**src/rtl/uart_rx_fifo.sv**
```systemverilog
// rtl/uart_rx_fifo.sv - UART receiver with 3-sample majority vote and show-ahead receive FIFO
module uart_rx_fifo #(
    parameter int DW    = 8,
    parameter int DEPTH = 4,
    parameter int KW    = 19
) (
    input  logic                   clk,
    input  logic                   rst_n,
    input  logic                   rx,
    input  logic [KW-1:0]          k,
    input  logic [3:0]             nbits,
    input  logic                   pen,
    input  logic                   even,
    input  logic                   rd,
    input  logic                   clr_ovf,
    output logic [DW-1:0]          data,
    output logic                   perr,
    output logic                   ferr,
    output logic                   brk,
    output logic                   rxrdy,
    output logic [$clog2(DEPTH):0] cnt,
    output logic                   ovf
);
    localparam int AW = $clog2(DEPTH);
    localparam int EW = DW + 3;
    localparam logic [3:0]    DW4      = 4'(DW);
    localparam logic [AW:0]   FULL_CNT = (AW+1)'(DEPTH);
    localparam logic [KW-1:0] ONE      = KW'(1);

    typedef enum logic [2:0] {S_IDLE, S_START, S_DATA, S_PARITY, S_STOP} state_t;

    state_t         state, state_nxt;
    logic           rx_s1, rx_s2, rx_h;
    logic           fall;
    logic [3:0]     nb_clamped;
    logic [KW-1:0]  k_r, btc, h, h_m1, h_p1;
    logic [3:0]     nb_r, bit_cnt;
    logic           pen_r, even_r;
    logic           samp_a, samp_b, vote, vote_now, last_bit;
    logic [DW-1:0]  shreg, data_al;
    logic           any_one, par_err;
    logic           wr_en;
    logic [EW-1:0]  entry_w, head;

    logic [EW-1:0]  mem [DEPTH];
    logic [AW-1:0]  wr_ptr, rd_ptr;
    logic [AW:0]    cnt_r;
    logic           full, empty, pop, push, ovf_set;

    // Flops reset high so the line idling high never looks like a start edge
    always_ff @(posedge clk or negedge rst_n) begin
        if (!rst_n) begin
            rx_s1 <= 1'b1;
            rx_s2 <= 1'b1;
            rx_h  <= 1'b1;
        end else begin
            rx_s1 <= rx;
            rx_s2 <= rx_s1;
            rx_h  <= rx_s2;
        end
    end

    assign fall = rx_h & ~rx_s2;

    always_comb begin
        nb_clamped = nbits;
        if (nbits < 4'd5)
            nb_clamped = 4'd5;
        else if (nbits > DW4)
            nb_clamped = DW4;
    end

    assign h     = k_r >> 1;
    assign h_m1  = h - ONE;
    assign h_p1  = h + ONE;
    assign vote  = (samp_a & samp_b) | (samp_a & rx_s2) | (samp_b & rx_s2);

    always_comb begin
        state_nxt = state;
        wr_en     = 1'b0;
        vote_now  = (state != S_IDLE) && (btc == h_p1);
        last_bit  = (bit_cnt == nb_r - 4'd1);
        case (state)
            S_IDLE:   if (fall) state_nxt = S_START;
            S_START:  if (vote_now) state_nxt = vote ? S_IDLE : S_DATA;
            S_DATA:   if (vote_now && last_bit) state_nxt = pen_r ? S_PARITY : S_STOP;
            S_PARITY: if (vote_now) state_nxt = S_STOP;
            S_STOP: begin
                if (vote_now) begin
                    state_nxt = S_IDLE;
                    wr_en     = 1'b1;
                end
            end
            default:  state_nxt = S_IDLE;
        endcase
    end

    always_ff @(posedge clk or negedge rst_n) begin
        if (!rst_n) begin
            state   <= S_IDLE;
            btc     <= '0;
            k_r     <= '0;
            nb_r    <= 4'd5;
            pen_r   <= 1'b0;
            even_r  <= 1'b0;
            bit_cnt <= '0;
            samp_a  <= 1'b1;
            samp_b  <= 1'b1;
            shreg   <= '0;
            any_one <= 1'b0;
            par_err <= 1'b0;
        end else begin
            state <= state_nxt;
            if (state == S_IDLE) begin
                btc <= '0;
                if (fall) begin
                    k_r     <= k;
                    nb_r    <= nb_clamped;
                    pen_r   <= pen;
                    even_r  <= even;
                    bit_cnt <= '0;
                    shreg   <= '0;
                    any_one <= 1'b0;
                    par_err <= 1'b0;
                end
            end else begin
                btc <= (btc == k_r - ONE) ? '0 : btc + ONE;
                if (btc == h_m1)
                    samp_a <= rx_s2;
                if (btc == h)
                    samp_b <= rx_s2;
                // Data enters at the MSB so the first bit lands at DW-nb after the last shift
                if (vote_now && state == S_DATA) begin
                    shreg   <= {vote, shreg[DW-1:1]};
                    bit_cnt <= bit_cnt + 4'd1;
                    any_one <= any_one | vote;
                end
                if (vote_now && state == S_PARITY) begin
                    par_err <= vote != (even_r ? ^shreg : ~^shreg);
                    any_one <= any_one | vote;
                end
            end
        end
    end

    assign data_al = shreg >> (DW4 - nb_r);
    assign entry_w = {~any_one & ~vote, ~vote, par_err, data_al};

    assign full    = (cnt_r == FULL_CNT);
    assign empty   = (cnt_r == '0);
    assign pop     = rd & ~empty;
    assign push    = wr_en & (~full | pop);
    assign ovf_set = wr_en & full & ~rd;

    always_ff @(posedge clk) begin
        if (push)
            mem[wr_ptr] <= entry_w;
    end

    always_ff @(posedge clk or negedge rst_n) begin
        if (!rst_n) begin
            wr_ptr <= '0;
            rd_ptr <= '0;
            cnt_r  <= '0;
            ovf    <= 1'b0;
        end else begin
            if (push)
                wr_ptr <= wr_ptr + AW'(1);
            if (pop)
                rd_ptr <= rd_ptr + AW'(1);
            case ({push, pop})
                2'b10:   cnt_r <= cnt_r + (AW+1)'(1);
                2'b01:   cnt_r <= cnt_r - (AW+1)'(1);
                default: cnt_r <= cnt_r;
            endcase
            if (ovf_set)
                ovf <= 1'b1;
            else if (clr_ovf)
                ovf <= 1'b0;
        end
    end

    assign head  = mem[rd_ptr];
    assign rxrdy = ~empty;
    assign cnt   = cnt_r;
    assign {brk, ferr, perr, data} = empty ? '0 : head;

endmodule

```
**config.mk**
```make
export PLATFORM = sky130hd
export DESIGN_NAME = uart_rx_fifo
export DESIGN_NICKNAME = d
export VERILOG_FILES = /design/src/rtl/uart_rx_fifo.sv
export SDC_FILE = /design/constraint.sdc
export NUM_CORES = 1
export LEC_CHECK = 0
export ABC_AREA = 1
export CORE_AREA = 2 2 119 121
export DETAILED_ROUTE_END_ITERATION = 10
export DIE_AREA = 0 0 121 123
export MAX_ROUTING_LAYER = met4
export PLACE_DENSITY = 0.85
export SLEW_MARGIN = 20
export SYNTH_ARGS = -nofsm -noshare
export SYNTH_HDL_FRONTEND = slang
export SYNTH_SLANG_ARGS = --single-unit
export TNS_END_PERCENT = 10
```
**constraint.sdc**
```tcl
create_clock -name clk -period 3.3 [get_ports clk]
set_input_delay 0.33 -clock clk [delete_from_list [all_inputs] [get_ports clk]]
set_output_delay 0.33 -clock clk [all_outputs]
set_load 0.05 [all_outputs]
```
==> results.txt, run 1 <==
area grow syn2layout: 13.15%
nature of the critical path startpoint: flip-flop
Max VDD drop: 0.0004091 V
Sequential Area: 0.003182 mm²
CP max stage cell: dfrtp_1
Initial Utilization: 58.73%
Routed Antenna Nets: 0
Req. time, crit path: 3.62 ns
Setup CP Type: flip-flop to flip-flop
TritonCTS Buffers: 17
Slew @ Worst Pin: 0.9387 ns
ant diodes: 0
mux contribution to synthesized area: 0.1252%
worst path cell trace: inv_2 > ha_1 > inv_1 > nand2_1 > nand2_1 > nand3_1 > nor2_1 > nand3_1 > nor2_1 > nand2_2 > nor2_4 > nand2_1 > nand2_1 > inv_1 > fa_1 > inv_1 > nand3_1 > nand3_1 > nand2_1
share of the synthesized area in the top cell type: 20.97%
most used cell, CP: nand2_1
Hold Slack: 0.04787 ns
Non-Filler Instances: 1,291
hold_buf cts: 0
synth warn: 0
drt first-iter violations: 667
post-layout min period: 2.978 ns
main combinational cell family by area after synthesis: simple AND/OR/NAND/NOR gates
most frequent cells in the layout: 260 x nand2_1, 146 x nor2_1, 129 x inv_1, 67 x dfrtp_1, 66 x o21ai_0
Post-DP HPWL: 14.35 mm
CP delay by family, top: simple AND/OR/NAND/NOR gates
RSZ-0062 raised after global routing: false
DR DRC count: 0
Synth Register Bits: 118
I/O Pins: 46
Yosys cell types: 52
syn_area_per_cell: 7.506 µm²
Setup TNS: 0 ns
first-pass GRT wire length: 33.04 mm
Clock Pin Slew Worst Setup and Hold Paths: 0.06 ns
sequential share of the synthesized area: 39.80%
MaxCap Viol Count: 0
arrival time at the worst endpoint: 3.30 ns
All-Layer GR Usage: 29.48%
worst reg2reg path startpoint: k_r[1]$_DFFE_PN0P_
routed via count: 7,081
Mapped Area: 0.007994 mm²
adder-cell share of the synthesized area: 1.816%
drt via density: 5.485
Clock Path Buffers: 2
Post-synth EDFFs: 44
H-tree levels: 4
status: completed
Crit path largest cell delay: 0.50 ns
# clock sinks: 118
final hold viol count: 0
Post-Synth Simple-Gate Area: 32.62%
first-pass detailed-route iteration total: 7
IO Port Bufs: 45
Async SR Flop Fraction: 62.71%
Critical Path End Type: flip-flop
post-synthesis compound-gate area fraction: 7.732%
Primary FF master, synth: dfrtp_1
Tcrit/Tclk final: 90.24%
CP max FO: 8
Area contributors post-synth: dfrtp_1 21%, edfxtp_1 17%, nand2_1 12%, nor2_1 6.9%, inv_1 6.1%
commonest non-fill, non-tap cell in the layout: nand2_1
final setup fails: 0
final wirelength: 19.91 mm
area of the multi-input gates: 0.004011 mm²
worst hold path type: primary input to async pin
layout cell share with drive strength beyond 1: 10.98%
XOR/XNOR share of the synthesized area: 7.889%
post-CTS setup buffers: 0
total gr overflow: 0
largest area contributor in the netlist: dfrtp_1
Setup WS pre-CTS: 0.3748 ns
fmax: 0.3358 GHz
max-slew violations: 0
Rel. slew slack: 37.42%
Cell Rows: 43
routability cong.: 1.046
vias in the first global route: 6,682
pwr/cell area: 920.1 mW/mm²
largest net degree at the start of global routing: 75
Worst-Skew Late Latency: 0.43 ns
core area: 0.01361 mm²
R2R setup slack: 0.32 ns
Die H: 123 µm
CTS root buf: clkbuf_16
placed cell areas: 0.008478 mm²
RR Endpoint: cnt[2]$_DFFE_PN0P_
wire per inst: 15.42 µm
clock skew: 0.009456 ns
Final WS setup: 0.3220 ns
worst path bufs/invs: 4
post_cts resized: 0
P_leak: 0.004128 µW
CTS tree: yes
Filler Cells Inserted: 1,121
critical path depth in cells: 19
DIE AREA: 0.01488 mm²
post-synthesis cell count: 1,065
antenna violations before repair: 0
Worst Reg2Reg Path Length in Cells: 19
die width: 121 µm
Design Area, Final: 0.009045 mm²
nets: 1,139
placed cells: 1,259
Syn Nets: 1,106
-- report_power, final --
group / total (µW) / internal, µW / switching [µW] / leakage [µW]
Sequential: 2340 / 1850 / 486 / 0.00133
Clock: 1780 / 1060 / 716 / 0.000259
Combinational: 4210 / 1360 / 2850 / 0.00254
Total: 8320 / 4270 / 4050 / 0.00413
-- worst max-delay path by stage --
stage                  startpoint                   to  slack (ns)
4_1_cts        k_r[1]$_DFFE_PN0P_   cnt[2]$_DFFE_PN0P_        0.34
3_3_place_gp   k_r[1]$_DFFE_PN0P_   cnt[2]$_DFFE_PN0P_        0.50
6_report       k_r[1]$_DFFE_PN0P_   cnt[2]$_DFFE_PN0P_        0.32
3_5_place_dp   k_r[1]$_DFFE_PN0P_   cnt[2]$_DFFE_PN0P_        0.37
5_1_grt        k_r[2]$_DFFE_PN0P_   cnt[2]$_DFFE_PN0P_       0.004
2_1_floorplan  k_r[1]$_DFFE_PN0P_  mem[0][0]$_DFFE_PP_        0.66
-- flip-flops by register name, indices dropped and copies added, names as in the netlist, 2 cells and up --
register	flops
bit_cnt	4
btc	19
cnt	3
k_r	19
mem	44
nb_r	4
rd_ptr	2
shreg	8
state	3
wr_ptr	2
-- layer usage --
metal  vias to the layer above  share of wire, %  track usage [%]
met1                      3298                44            40.05
met4                         0               1.9            10.32
met3                        37               7.8            4.151
li1                       3457                 -                -
met5                         -                 0                -
met2                       289                46            45.68
-- worst reg2reg max path: stages (launching register included) --
cell and delay, ns:
dfrtp_1 0.50, inv_2 0.16, ha_1 0.33, inv_1 0.06
nand2_1 0.06, nand2_1 0.06, nand3_1 0.06, nor2_1 0.17
nand3_1 0.10, nor2_1 0.14, nand2_2 0.10, nor2_4 0.11
nand2_1 0.10, nand2_1 0.14, inv_1 0.08, fa_1 0.41
inv_1 0.10, nand3_1 0.07, nand3_1 0.08, nand2_1 0.05
-- cells by family (layout without fill, tap and decap cells) --
group,Yosys count,after routing
compound gates,113,113
xor+xnor,72,72
fa+ha+maj,11,11
buf+inv,181,227
flops,118,118
mux,1,1
simple gates,569,569
-- layout make-up --
type                    count  area share, %
multi-input cells         766          44.35
flip-flops and latches    118          35.18
clock inverters            13          1.369
clock buffers              19          4.897
repair buffers             58          6.031
well taps                 180          2.490
inverters                 137          5.685
-- stage by stage --
| step | utilization [%] | power (µW) |
|---|---|---|
| 4_1_cts | 66.45 | 8266 |
| 6_report | 66.45 | 8322 |
| 3_5_place_dp | 62.29 | 6469 |
| 3_3_place_gp | 62.29 | 6416 |
| 2_1_floorplan | - | 5463 |
| 5_1_grt | 66.45 | 8874 |
-- Yosys cell counts, drive strengths merged (2+ instances only) --
cell type    n
nor3        18
nand4       26
edfxtp      44
o21ai       70
inv        136
nor4         3
dfrtp       67
a21oi       25
ha          10
o2111ai      2
o211ai       2
xor2        53
dfstp        7
nor2       168
a211oi       2
clkbuf      22
nor3b        2
buf         22
nand2      281
o22ai        3
xnor2       19
nand3       70
a31oi        3
(Power assumes the default switching activity.)
==> inputs of run 2 (changes only) <==
CTS_CLUSTER_SIZE = 24   (was unset)
SLEW_MARGIN = unset   (was 20)
==> results of run 2 <==
The final DEF is identical to that of run 1; final timing and power are the same.
==> inputs of run 3 (changes only) <==
TNS_END_PERCENT = 30   (was 10)
==> results of run 3 <==
The final DEF is identical to that of run 1; final timing and power are the same.
